==> src/rtl/audio_codec_pkg.sv <==
// rtl/audio_codec_pkg.sv - shared state encodings and defaults for the I2S codec port
package audio_codec_pkg;

    typedef enum logic [1:0] {
        ST_IDLE  = 2'd0,
        ST_SKIP  = 2'd1,
        ST_SHIFT = 2'd2
    } i2s_state_t;

    localparam int I2S_DELAY          = 1;
    localparam int DEFAULT_DATA_WIDTH = 24;
    localparam int DEFAULT_FIFO_DEPTH = 4;

endpackage

==> src/rtl/audio_frame_fifo.sv <==
// rtl/audio_frame_fifo.sv - synchronous first-word-fall-through FIFO for stereo frames
module audio_frame_fifo #(
    parameter int WIDTH = 48,
    parameter int DEPTH = 4
) (
    input  logic             clk,
    input  logic             reset,
    input  logic             i_push,
    input  logic [WIDTH-1:0] i_wdata,
    input  logic             i_pop,
    output logic [WIDTH-1:0] o_rdata,
    output logic             o_full,
    output logic             o_empty
);
    localparam int AW = $clog2(DEPTH);
    localparam logic [AW:0] FULL_CNT = DEPTH[AW:0];

    logic [WIDTH-1:0] r_mem [DEPTH];
    logic [AW-1:0]    r_wr_ptr;
    logic [AW-1:0]    r_rd_ptr;
    logic [AW:0]      r_count;
    logic             w_pop_ok;
    logic             w_push_ok;

    assign o_full    = (r_count == FULL_CNT);
    assign o_empty   = (r_count == '0);
    assign w_pop_ok  = i_pop && !o_empty;
    // A pop in the same cycle frees the slot, so a push into a full FIFO still lands.
    assign w_push_ok = i_push && (!o_full || w_pop_ok);
    assign o_rdata   = o_empty ? '0 : r_mem[r_rd_ptr];

    always_ff @(posedge clk) begin
        if (w_push_ok) begin
            r_mem[r_wr_ptr] <= i_wdata;
        end
    end

    always_ff @(posedge clk) begin
        if (reset) begin
            r_wr_ptr <= '0;
            r_rd_ptr <= '0;
            r_count  <= '0;
        end else begin
            if (w_push_ok) begin
                r_wr_ptr <= r_wr_ptr + 1'b1;
            end
            if (w_pop_ok) begin
                r_rd_ptr <= r_rd_ptr + 1'b1;
            end
            case ({w_push_ok, w_pop_ok})
                2'b10:   r_count <= r_count + 1'b1;
                2'b01:   r_count <= r_count - 1'b1;
                default: r_count <= r_count;
            endcase
        end
    end

endmodule

==> src/rtl/audio_codec_port.sv <==
// rtl/audio_codec_port.sv - I2S codec endpoint: ADC deserializer and DAC serializer around frame FIFOs
module audio_codec_port
    import audio_codec_pkg::*;
#(
    parameter int DATA_WIDTH = DEFAULT_DATA_WIDTH,
    parameter int FIFO_DEPTH = DEFAULT_FIFO_DEPTH
) (
    input  logic                  clk,
    input  logic                  reset,
    input  logic                  aud_bclk,
    input  logic                  aud_adclrck,
    input  logic                  aud_adcdat,
    input  logic                  aud_daclrck,
    output logic                  aud_dacdat,
    input  logic                  read_ena,
    output logic                  read_ready,
    output logic [DATA_WIDTH-1:0] readdata_left,
    output logic [DATA_WIDTH-1:0] readdata_right,
    input  logic                  write_ena,
    output logic                  write_ready,
    input  logic [DATA_WIDTH-1:0] writedata_left,
    input  logic [DATA_WIDTH-1:0] writedata_right,
    output logic                  overflow,
    output logic                  underrun
);
    localparam int FW = 2 * DATA_WIDTH;
    localparam int CW = $clog2(DATA_WIDTH + 1);
    localparam logic [CW-1:0] CNT_DW    = CW'(DATA_WIDTH);
    localparam logic [CW-1:0] SKIP_LAST = CW'(I2S_DELAY - 1);

    logic [1:0] r_bclk_sync, r_adclr_sync, r_adcdat_sync, r_daclr_sync;
    logic       r_bclk_prev;
    logic       r_adc_lr, r_adc_lr_vld, r_dac_lr, r_dac_lr_vld;
    logic       w_bclk_rise, w_bclk_fall, w_adcdat;
    logic       w_adc_edge, w_dac_edge, w_dac_edge_fall, w_dac_edge_rise;

    always_ff @(posedge clk) begin
        if (reset) begin
            r_bclk_sync   <= '0;
            r_adclr_sync  <= '0;
            r_adcdat_sync <= '0;
            r_daclr_sync  <= '0;
            r_bclk_prev   <= 1'b0;
            r_adc_lr      <= 1'b0;
            r_adc_lr_vld  <= 1'b0;
            r_dac_lr      <= 1'b0;
            r_dac_lr_vld  <= 1'b0;
        end else begin
            r_bclk_sync   <= {r_bclk_sync[0], aud_bclk};
            r_adclr_sync  <= {r_adclr_sync[0], aud_adclrck};
            r_adcdat_sync <= {r_adcdat_sync[0], aud_adcdat};
            r_daclr_sync  <= {r_daclr_sync[0], aud_daclrck};
            r_bclk_prev   <= r_bclk_sync[1];
            if (w_bclk_rise) begin
                r_adc_lr     <= r_adclr_sync[1];
                r_adc_lr_vld <= 1'b1;
                r_dac_lr     <= r_daclr_sync[1];
                r_dac_lr_vld <= 1'b1;
            end
        end
    end

    assign w_bclk_rise = r_bclk_sync[1] & ~r_bclk_prev;
    assign w_bclk_fall = ~r_bclk_sync[1] & r_bclk_prev;
    assign w_adcdat    = r_adcdat_sync[1];
    // The first LRCK sample after reset only seeds the history; it is never an edge.
    assign w_adc_edge      = w_bclk_rise & r_adc_lr_vld & (r_adclr_sync[1] != r_adc_lr);
    assign w_dac_edge_fall = w_bclk_rise & r_dac_lr_vld & r_dac_lr & ~r_daclr_sync[1];
    assign w_dac_edge_rise = w_bclk_rise & r_dac_lr_vld & ~r_dac_lr & r_daclr_sync[1];
    assign w_dac_edge      = w_dac_edge_fall | w_dac_edge_rise;

    i2s_state_t            r_rx_state, w_rx_next;
    logic [CW-1:0]         r_rx_cnt;
    logic [DATA_WIDTH-1:0] r_rx_left, r_rx_right;
    logic                  w_rx_cnt_clr, w_rx_cnt_inc, w_rx_cap, w_rx_push;
    logic [FW-1:0]         w_rx_frame, w_rx_rdata;
    logic                  w_rx_full, w_rx_empty;

    always_ff @(posedge clk) begin
        if (reset) begin
            r_rx_state <= ST_IDLE;
        end else begin
            r_rx_state <= w_rx_next;
        end
    end

    always_comb begin
        w_rx_next = r_rx_state;
        case (r_rx_state)
            ST_IDLE:  if (w_adc_edge) w_rx_next = ST_SKIP;
            ST_SKIP:  if (w_adc_edge) w_rx_next = ST_SKIP;
                      else if (w_bclk_rise && r_rx_cnt == SKIP_LAST) w_rx_next = ST_SHIFT;
            ST_SHIFT: if (w_adc_edge) w_rx_next = ST_SKIP;
            default:  w_rx_next = ST_IDLE;
        endcase
    end

    always_comb begin
        w_rx_cnt_clr = (w_rx_next != r_rx_state) || w_adc_edge;
        w_rx_cap     = (r_rx_state == ST_SHIFT) && w_bclk_rise && !w_adc_edge && (r_rx_cnt != CNT_DW);
        w_rx_cnt_inc = w_bclk_rise && !w_rx_cnt_clr && ((r_rx_state == ST_SKIP) || w_rx_cap);
        w_rx_push    = w_rx_cap && r_adc_lr && (r_rx_cnt == CNT_DW - 1'b1);
    end

    always_ff @(posedge clk) begin
        if (reset) begin
            r_rx_cnt   <= '0;
            r_rx_left  <= '0;
            r_rx_right <= '0;
            overflow   <= 1'b0;
        end else begin
            if (w_rx_cnt_clr) begin
                r_rx_cnt <= '0;
            end else if (w_rx_cnt_inc) begin
                r_rx_cnt <= r_rx_cnt + 1'b1;
            end
            if (w_rx_cap && r_adc_lr) begin
                r_rx_right <= {r_rx_right[DATA_WIDTH-2:0], w_adcdat};
            end else if (w_rx_cap) begin
                r_rx_left <= {r_rx_left[DATA_WIDTH-2:0], w_adcdat};
            end
            if (w_rx_push && w_rx_full && !read_ena) begin
                overflow <= 1'b1;
            end
        end
    end

    assign w_rx_frame = {r_rx_left, r_rx_right[DATA_WIDTH-2:0], w_adcdat};

    audio_frame_fifo #(.WIDTH(FW), .DEPTH(FIFO_DEPTH)) u_rx_fifo (
        .clk     (clk),
        .reset   (reset),
        .i_push  (w_rx_push),
        .i_wdata (w_rx_frame),
        .i_pop   (read_ena),
        .o_rdata (w_rx_rdata),
        .o_full  (w_rx_full),
        .o_empty (w_rx_empty)
    );

    assign read_ready     = !w_rx_empty;
    assign readdata_left  = w_rx_rdata[FW-1:DATA_WIDTH];
    assign readdata_right = w_rx_rdata[DATA_WIDTH-1:0];

    i2s_state_t    r_tx_state, w_tx_next;
    logic [CW-1:0] r_tx_cnt;
    logic [FW-1:0] r_tx_sr, w_tx_rdata;
    logic          r_dacdat;
    logic          w_tx_cnt_clr, w_tx_cnt_inc, w_tx_drive, w_tx_full, w_tx_empty;

    always_ff @(posedge clk) begin
        if (reset) begin
            r_tx_state <= ST_IDLE;
        end else begin
            r_tx_state <= w_tx_next;
        end
    end

    always_comb begin
        w_tx_next = r_tx_state;
        case (r_tx_state)
            ST_IDLE:  if (w_dac_edge_fall) w_tx_next = ST_SKIP;
            ST_SKIP:  if (w_dac_edge) w_tx_next = ST_SKIP;
                      else if (w_bclk_fall && r_tx_cnt == SKIP_LAST) w_tx_next = ST_SHIFT;
            ST_SHIFT: if (w_dac_edge) w_tx_next = ST_SKIP;
            default:  w_tx_next = ST_IDLE;
        endcase
    end

    always_comb begin
        w_tx_cnt_clr = (w_tx_next != r_tx_state) || w_dac_edge;
        w_tx_drive   = (r_tx_state == ST_SHIFT) && w_bclk_fall && (r_tx_cnt != CNT_DW);
        w_tx_cnt_inc = w_bclk_fall && !w_tx_cnt_clr && ((r_tx_state == ST_SKIP) || w_tx_drive);
    end

    // Left half shifts out exactly DATA_WIDTH bits, leaving the right sample at the top.
    always_ff @(posedge clk) begin
        if (reset) begin
            r_tx_cnt <= '0;
            r_tx_sr  <= '0;
            r_dacdat <= 1'b0;
            underrun <= 1'b0;
        end else begin
            if (w_tx_cnt_clr) begin
                r_tx_cnt <= '0;
            end else if (w_tx_cnt_inc) begin
                r_tx_cnt <= r_tx_cnt + 1'b1;
            end
            if (w_dac_edge_fall) begin
                r_tx_sr <= w_tx_empty ? '0 : w_tx_rdata;
                if (w_tx_empty) begin
                    underrun <= 1'b1;
                end
            end else if (w_tx_drive) begin
                r_tx_sr <= {r_tx_sr[FW-2:0], 1'b0};
            end
            if (w_bclk_fall) begin
                r_dacdat <= w_tx_drive ? r_tx_sr[FW-1] : 1'b0;
            end
        end
    end

    audio_frame_fifo #(.WIDTH(FW), .DEPTH(FIFO_DEPTH)) u_tx_fifo (
        .clk     (clk),
        .reset   (reset),
        .i_push  (write_ena),
        .i_wdata ({writedata_left, writedata_right}),
        .i_pop   (w_dac_edge_fall),
        .o_rdata (w_tx_rdata),
        .o_full  (w_tx_full),
        .o_empty (w_tx_empty)
    );

    assign write_ready = !w_tx_full;
    assign aud_dacdat  = r_dacdat;

endmodule

==> config.mk <==
export PLATFORM = sky130hd
export DESIGN_NAME = audio_codec_port
export DESIGN_NICKNAME = d
export VERILOG_FILES = /design/src/rtl/audio_codec_pkg.sv /design/src/rtl/audio_frame_fifo.sv /design/src/rtl/audio_codec_port.sv
export SDC_FILE = /design/constraint.sdc
export NUM_CORES = 1
export LEC_CHECK = 0
export BUFFER_PORTS_ARGS = -buffer_cell sky130_fd_sc_hd__buf_2
export CAP_MARGIN = 5
export CELL_PAD_IN_SITES_DETAIL_PLACEMENT = 0
export CELL_PAD_IN_SITES_GLOBAL_PLACEMENT = 2
export CORE_MARGIN = 2
export CORE_UTILIZATION = 45
export DETAILED_ROUTE_END_ITERATION = 16
export HOLD_SLACK_MARGIN = 0.08
export PLACE_DENSITY = 0.83
export RECOVER_POWER = 25
export SETUP_SLACK_MARGIN = 0.05
export SLEW_MARGIN = 20
export SYNTH_ARGS = -nofsm -noshare
export SYNTH_HDL_FRONTEND = slang
export SYNTH_SLANG_ARGS = --single-unit
==> constraint.sdc <==
create_clock -name clk -period 3.89 [get_ports clk]
set_input_delay 0.1945 -clock clk [delete_from_list [all_inputs] [get_ports clk]]
set_output_delay 0.1945 -clock clk [all_outputs]
set_load 0.005 [all_outputs]
# After elaboration in Yosys (flattened, before gate mapping)
# Memories as Yosys holds them, arrays and structs flattened. A register that Yosys moved wholly into a read port is not among the register bits.
# Cells that the tools add are included.
totals:
  in_bits: 56
  elab_cells: 137
  rom_bits: 0
  latch_bits: 0
  memories: 2
  ramBits: 384
  ff_bits: 138
  output_inout_bits: 53
memory_table:
  columns: ["name", "words", "word_bits", "rd", "rd_clocked_by_memory_dff", "write_ports", "line_no", "rtl"]
  rows:
  - ["u_rx_fifo.r_mem", 4, 48, 1, 1, 1, "audio_frame_fifo.sv:18", "logic [WIDTH-1:0] r_mem [DEPTH];"]
  - ["u_tx_fifo.r_mem", 4, 48, 1, 1, 1, "audio_frame_fifo.sv:18", null]
op_classes:
  n_addsub: 10
  n_bitwise: 14
  n_shift: 0
  reduce_logical: 47
  n_mux: 24
  order_cmp: 0
  n_div: 0
  eq_ne: 16
  multipliers: 0
op_table:
  columns: ["cell", "n"]
  rows:
  - ["$mux 48", 4]
  - ["$mux 2", 11]
  - ["$logic_and 1x1->1", 19]
  - ["$pmux 3 s2", 2]
  - ["$add 5x1->5 const B", 2]
  - ["$logic_not 5->1", 2]
  - ["$ne 5x5->1 const B", 2]
  - ["$add 2x1->2 const B", 4]
  - ["$and 1x1->1", 8]
  - ["$eq 2x1->1 const B", 4]
  - ["$eq 2x2->1 const B", 4]
  - ["$logic_not 1->1", 8]
  - ["$add 3x1->3 const B", 2]
  - ["$eq 3x3->1 const B", 2]
  - ["$logic_not 3->1", 2]
  - ["$logic_or 1x1->1", 6]
  - ["$pmux 2 s3", 1]
  - ["$reduce_bool 2->1", 3]
  - ["$reduce_or 2->1", 3]
  - ["$sub 3x1->3 const B", 2]
  - ["$eq 5x5->1 const B", 1]
  - ["$mux 1", 5]
  - ["$not 1->1", 5]
  - ["$logic_not 2->1", 2]
  - ["5 further kinds", 7]

# Longest topological paths before layout
logic_depth:
  word_depth: 13
  mapped_depth: 12

# Hierarchy
# A second synthesis with hierarchy kept.
unflattened:
  hier_cells: 1309
  area_unflattened_um2: 21330.5
modules_own_cells:
  columns: ["module", "seq_area_each_um2", "area_per_inst_um2", "instances", "cells_each"]
  rows:
  - ["audio_frame_fifo at u_rx_fifo", 5945.7, 7812.5, 1, 371]
  - ["audio_frame_fifo at u_tx_fifo", 5945.7, 7716.2, 1, 357]
  - ["audio_codec_port", 2482.4, 5801.8, 1, 581]

# Worst setup path before layout
# No wires, ideal clock.
synth_timing:
  path_type: "flip-flop to flip-flop"
  startpoint: "register r_rx_cnt[0]"
  endpoint: "memory u_rx_fifo.r_mem[0][0], enable pin"
  stages_incl_launch_ff: 6
  path_slack_ns: 1.047
  arrival_time_ns: 2.432
  period_less_slack_ns: 2.843
  n_path_buf: 1
  required_ns: 3.479
  cell_sequence: "dfxtp_1 -> ha_1 -> and4b_1 -> nor4bb_1 -> clkbuf_1 -> and3_1"
synth_between:
  elab_chain_len: 7
  elab_cells_between_ends: 8
  classes_between: "eq/ne: 2; mux: 2; reduce/logical: 4"
synth_lines:
  columns: ["element", "line_no", "rtl"]
  rows:
  - ["from (decl)", "audio_codec_port.sv:73", "logic [CW-1:0] r_rx_cnt;"]
  - ["from (signal assigned)", "audio_codec_port.sv:115", "r_rx_cnt <= r_rx_cnt + 1'b1;"]
  - ["$ne 5x5->1", "audio_codec_port.sv:100", "w_rx_cap = (r_rx_state == ST_SHIFT) && w_bclk_rise && !w_adc_edge && (r_rx_cnt != CNT_DW);"]
  - ["$logic_and 1x1->1", "audio_codec_port.sv:100", null]
  - ["$logic_and 1x1->1", "audio_codec_port.sv:102", "w_rx_push = w_rx_cap && r_adc_lr && (r_rx_cnt == CNT_DW - 1'b1);"]
  - ["$logic_and 1x1->1 *", "audio_codec_port.sv:102", null]
  - ["$logic_and 1x1->1 *", "audio_frame_fifo.sv:29", "assign w_push_ok = i_push && (!o_full || w_pop_ok);"]
  - ["$mux 1 *", "audio_frame_fifo.sv:33", "if (w_push_ok) begin"]
  - ["$mux 1 (implied by the code) *", "audio_frame_fifo.sv:34", "r_mem[r_wr_ptr] <= i_wdata;"]
  - ["to (decl)", "audio_frame_fifo.sv:18", null]
# Every way passes the cells marked *; elsewhere a longest branch is shown, timed or not.

# Final worst setup path
layout_timing:
  startpoint: "register r_bclk_sync[1]"
  endpoint: "register u_tx_fifo.r_count[2]"
layout_between:
  elab_chain_len: 9
  elab_cells_between_ends: 11
  classes_between: "eq/ne: 2; mux: 1; bitwise: 4; reduce/logical: 4"
layout_lines:
  columns: ["element", "line_no", "rtl"]
  rows:
  - ["from (decl)", "audio_codec_port.sv:31", "logic [1:0] r_bclk_sync, r_adclr_sync, r_adcdat_sync, r_daclr_sync;"]
  - ["from (signal assigned)", "audio_codec_port.sv:49", "r_bclk_sync <= {r_bclk_sync[0], aud_bclk};"]
  - ["$and 1x1->1 *", "audio_codec_port.sv:63", "assign w_bclk_rise = r_bclk_sync[1] & ~r_bclk_prev;"]
  - ["$and 1x1->1 * (3 in series)", "audio_codec_port.sv:68", "assign w_dac_edge_fall = w_bclk_rise & r_dac_lr_vld & r_dac_lr & ~r_daclr_sync[1];"]
  - ["$logic_and 1x1->1 *", "audio_frame_fifo.sv:27", "assign w_pop_ok = i_pop && !o_empty;"]
  - ["net u_tx_fifo.w_pop_ok", "audio_frame_fifo.sv:22", "logic w_pop_ok;"]
  - ["$logic_or 1x1->1", "audio_frame_fifo.sv:29", null]
  - ["$logic_and 1x1->1", "audio_frame_fifo.sv:29", null]
  - ["$eq 2x1->1 or $eq 2x2->1 (tied branches)", "audio_frame_fifo.sv:50", "case ({w_push_ok, w_pop_ok})"]
  - ["$pmux 3 s2 or $reduce_bool 2->1 (tied branches)", null, null]
  - ["to (signal assigned)", "audio_frame_fifo.sv:51", "2'b10: r_count <= r_count + 1'b1;"]
  - ["to (signal assigned)", "audio_frame_fifo.sv:52", "2'b01: r_count <= r_count - 1'b1;"]
  - ["to (signal assigned)", "audio_frame_fifo.sv:53", "default: r_count <= r_count;"]
  - ["to (decl)", "audio_frame_fifo.sv:21", "logic [AW:0] r_count;"]
# The timed path passes the listed nets; every way through them passes the cells marked *.
# A chain may end at the register's enable or synchronous reset.

==> flow_summary.ini <==
[outcome]
status = complete, no violations

[layout]
layout-drive-gt1-share_pct = 19.6
fin_util_pct = 53.5
antennaDiodeCount = 0
nNetsFinal = 1468
fin_cells = 2031
fillCellCount = 3649
area_delta_synth_final_pct = 17.2

[worst_setup_path]
cpPeakStageDelay_ns = 0.48
worstPathRequired_ns = 4.39
end_kind = flip-flop
critPathTopFamily = simple AND/OR/NAND/NOR gates
r2r_cells = 8
worst-path-buf-inv = 1
path_max_fanout = 11
crit_path_start_kind = flip-flop
cpMaxStageDelayCell = nor3_2
cp.depth = 8
arrival_ns = 3.23
path_cells = nand3b_1 > nor3_2 > ha_1 > inv_1 > fa_1 > xor2_1 > or3_1 > a21oi_1
worstSetupPathType = reg2reg

[timing]
tns_ns = 0
report.final.slew_viol_count = 0
fin_crit_ns = 2.73
hold_viol = 0
fin_crit_sh_pct = 70.2
max_slew_margin_pct = 30.8
finClkSkew_ns = 0.0248
fmax_mhz = 366
worst_slew_pin_slew_ns = 1.04
rsz0062_at_grt = no
setup_viol = 0

[floorplanning]
core_area_sq_mm = 0.0443
dieArea_sq_mm = 0.0467
die_w_um = 216
ios = 109
die_h_um = 216
rows = 77
start_util_pct = 45.7

[clock_tree]
ctsRootBufferMaster = clkbuf_16
numCtsBuffers = 52
htreeDepth = 2
clkTransAtPathRegs_ns = 0.06
worst_skew_pair.late_latency_ns = 0.59
clockBufferDepth = 3
clock_sinks = 526
cts_tree = built

[route]
vias = 10500
drt_wl_total_mm = 36.7
drt-initial-drc-count = 601
final_antenna_net_count = 0
drc = 0
drt_first_pass_iters = 5
wl_per_cell_um = 18.1
viasPerCell = 5.19

[placed_design]
dpl.hpwl_mm = 21.4
place_inst = 1878
finalWeightedCongestion = 0.710
portBuffers = 108

[grt]
antenna_found_initial = 0
grt_pass1_wl_mm = 59.6
grt_pass1_vias = 11200
grt-ovfl-total = 0
grt_use_total_pct = 16.1
grt_max_degree = 52

[power_and_ir_drop]
max-vdd-ir-drop_mv = 0.381
powerDensity_mw_per_mm2 = 474
power_leakage_nw = 8.53

[yosys]
synth-edff-count = 384
synth_warnings = 0
synthesis.area_sq_mm = 0.0202
synth_nets = 1290
synth_cell_types = 61
synth-main-ff-cell = edfxtp_1
ys_seq_elements = 526
synthCells = 1218
async_flop_share_pct = 0
ys_seq_area_share_pct = 71.0
avgSynthCellArea_sq_um = 16.6

[run]
cap_violations = 0

[worst_hold_path]
hold_depth = 3
hold_path.class = in2reg
## kinds of logic (layout without fill, tap and decap cells)
group	count (synthesis)	in the layout	synth area share, %
buffers and inverters	134	355	2.77
multiplexers	167	167	14.2
AO/OA/AOI/OAI	144	144	4.31
XOR/XNOR	14	14	0.680
AND/OR/NAND/NOR	217	217	6.01
flip-flops	526	526	71.0
adder cells (fa/ha/maj)	16	16	1.06
## cell type report
class	instances	area, sq um	area share, %
Sequential cell	526	14400	60.6
Multi-Input combinational cell	558	5330	22.5
Clock buffer	75	1510	6.37
Timing Repair Buffer	191	1320	5.57
Tap cell	592	741	3.12
Inverter	67	251	1.06
Clock inverter	22	189	0.796
## worst register-to-register path: cells and delay by family, from the launching register on
kind | cells | cell delay [ns]
AOI/OAI and AO/OA | 1 | 0.14
buffers and inverters | 1 | 0.06
adders and majority gates | 2 | 0.62
DFF | 1 | 0.42
and+or+nand+nor | 3 | 1.24
xor gates and xnor gates | 1 | 0.16
## routing by layer
layer	vias to the layer above	global-route usage (%)	share of wire [%]
met4	0	4.27	1.6
met1	5276	20.2	43
met2	194	28.9	51
met5	-	0	0
met3	44	2.69	4.0
li1	5023	-	-
## state kept, by name (all words and copies together), names as in the netlist, 2 cells and up, named ones only
signal and cells:
u_rx_fifo.r_count 3, r_adclr_sync 2, r_adcdat_sync 2, u_rx_fifo.r_wr_ptr 2, r_rx_cnt 5, u_tx_fifo.r_mem 192
r_rx_right 23, r_rx_left 24, r_tx_state 2, u_rx_fifo.r_mem 192, u_tx_fifo.r_wr_ptr 2, r_bclk_sync 2
r_tx_sr 48, r_daclr_sync 2, r_rx_state 2, u_tx_fifo.r_count 3, r_tx_cnt 5, u_tx_fifo.r_rd_ptr 2
u_rx_fifo.r_rd_ptr 2
## power breakdown
group	switching [mW]	total, mW	internal, mW	leakage, nW
combinational	0.151	0.267	0.117	3.01
clock	2.00	4.89	2.89	0.835
sequential	0.0233	6.09	6.07	4.68
total	2.17	11.2	9.08	8.53
## metrics by stage
| step | hold WS [ns] | instance area [sq um] | power [mW] | setup WS, ns |
|---|---|---|---|---|
| 3_5_place_dp | 0.411 | 21500 | 6.45 | 1.21 |
| 3_3_place_gp | 0.402 | 21500 | 6.43 | 1.25 |
| 4_1_cts | 0.208 | 23700 | 11.4 | 1.01 |
| 6_report | 0.216 | 23700 | 11.2 | 1.16 |
| 2_1_floorplan | 0.293 | 20200 | 6.34 | 1.05 |
| 5_1_grt | 0.244 | 23700 | 11.6 | 0.919 |
## final timing paths
kind | from | endpoint | slack, ns
hold / removal | reset | r_bclk_sync[0]$_SDFF_PP0_ | 0.22
setup / recovery | r_bclk_sync[1]$_SDFF_PP0_ | u_tx_fifo.r_count[2]$_SDFFE_PP0P_ | 1.16
hold reg to reg | r_adclr_sync[0]$_SDFF_PP0_ | r_adclr_sync[1]$_SDFF_PP0_ | 0.45
setup reg to reg | r_bclk_sync[1]$_SDFF_PP0_ | u_tx_fifo.r_count[2]$_SDFFE_PP0P_ | 1.16
## layout by cell type (no fill, tap or decap), types with 3 or more instances in the layout
| cell | n |
|---|---|
| xnor2_1 | 3 |
| edfxtp_1 | 384 |
| a21o_1 | 4 |
| bufinv_16 | 3 |
| nor3_1 | 3 |
| o22ai_1 | 48 |
| clkinv_1 | 8 |
| mux2i_1 | 71 |
| xor2_1 | 9 |
| dfxtp_1 | 138 |
| ha_1 | 14 |
| and3_2 | 8 |
| buf_2 | 60 |
| nand2b_1 | 6 |
| clkbuf_16 | 55 |
| dlygate4sd3_1 | 54 |
| nor2b_1 | 15 |
| buf_4 | 23 |
| nand3b_1 | 3 |
| or3_1 | 5 |
| a21oi_1 | 46 |
| o21ai_1 | 3 |
| clkbuf_8 | 6 |
| inv_1 | 67 |
| and2_1 | 53 |
| clkinv_2 | 9 |
| nor2_1 | 47 |
| nand4b_1 | 3 |
| o21ai_0 | 26 |
| clkbuf_1 | 62 |
| buf_12 | 5 |
| mux4_2 | 96 |
| nand3_1 | 37 |
| nand2_1 | 13 |
| nand4_1 | 3 |
## synth_stat cells, types with 3 or more instances
master,instances,area (sq um)
edfxtp_1,384,11500
dfxtp_1,142,2840
mux4_2,96,2160
mux2i_1,71,711
inv_1,67,251
and2_1,53,332
o22ai_1,48,300
nor2_1,47,176
a21oi_1,46,230
nand3_1,38,190
clkbuf_1,29,109
o21ai_0,26,130
buf_2,22,110
nor2b_1,15,93.8
ha_1,14,175
nand2_1,13,48.8
and3_1,9,56.3
xor2_1,9,78.8
buf_1,8,30.0
buf_4,8,60.1
nand2b_1,6,37.5
or3_1,5,31.3
a21o_1,4,30.0
nand3b_1,3,22.5
nand4_1,3,18.8
nand4b_1,3,26.3
nor3_1,3,15.0
o21ai_1,3,15.0
xnor2_1,3,26.3
## timing repair
item,4_1_cts,5_1_grt
hold endpoints to repair,203,0
hold buffers,54,0
resized for setup,0,0
buffers inserted,0,0
(Power assumes the default switching activity.)
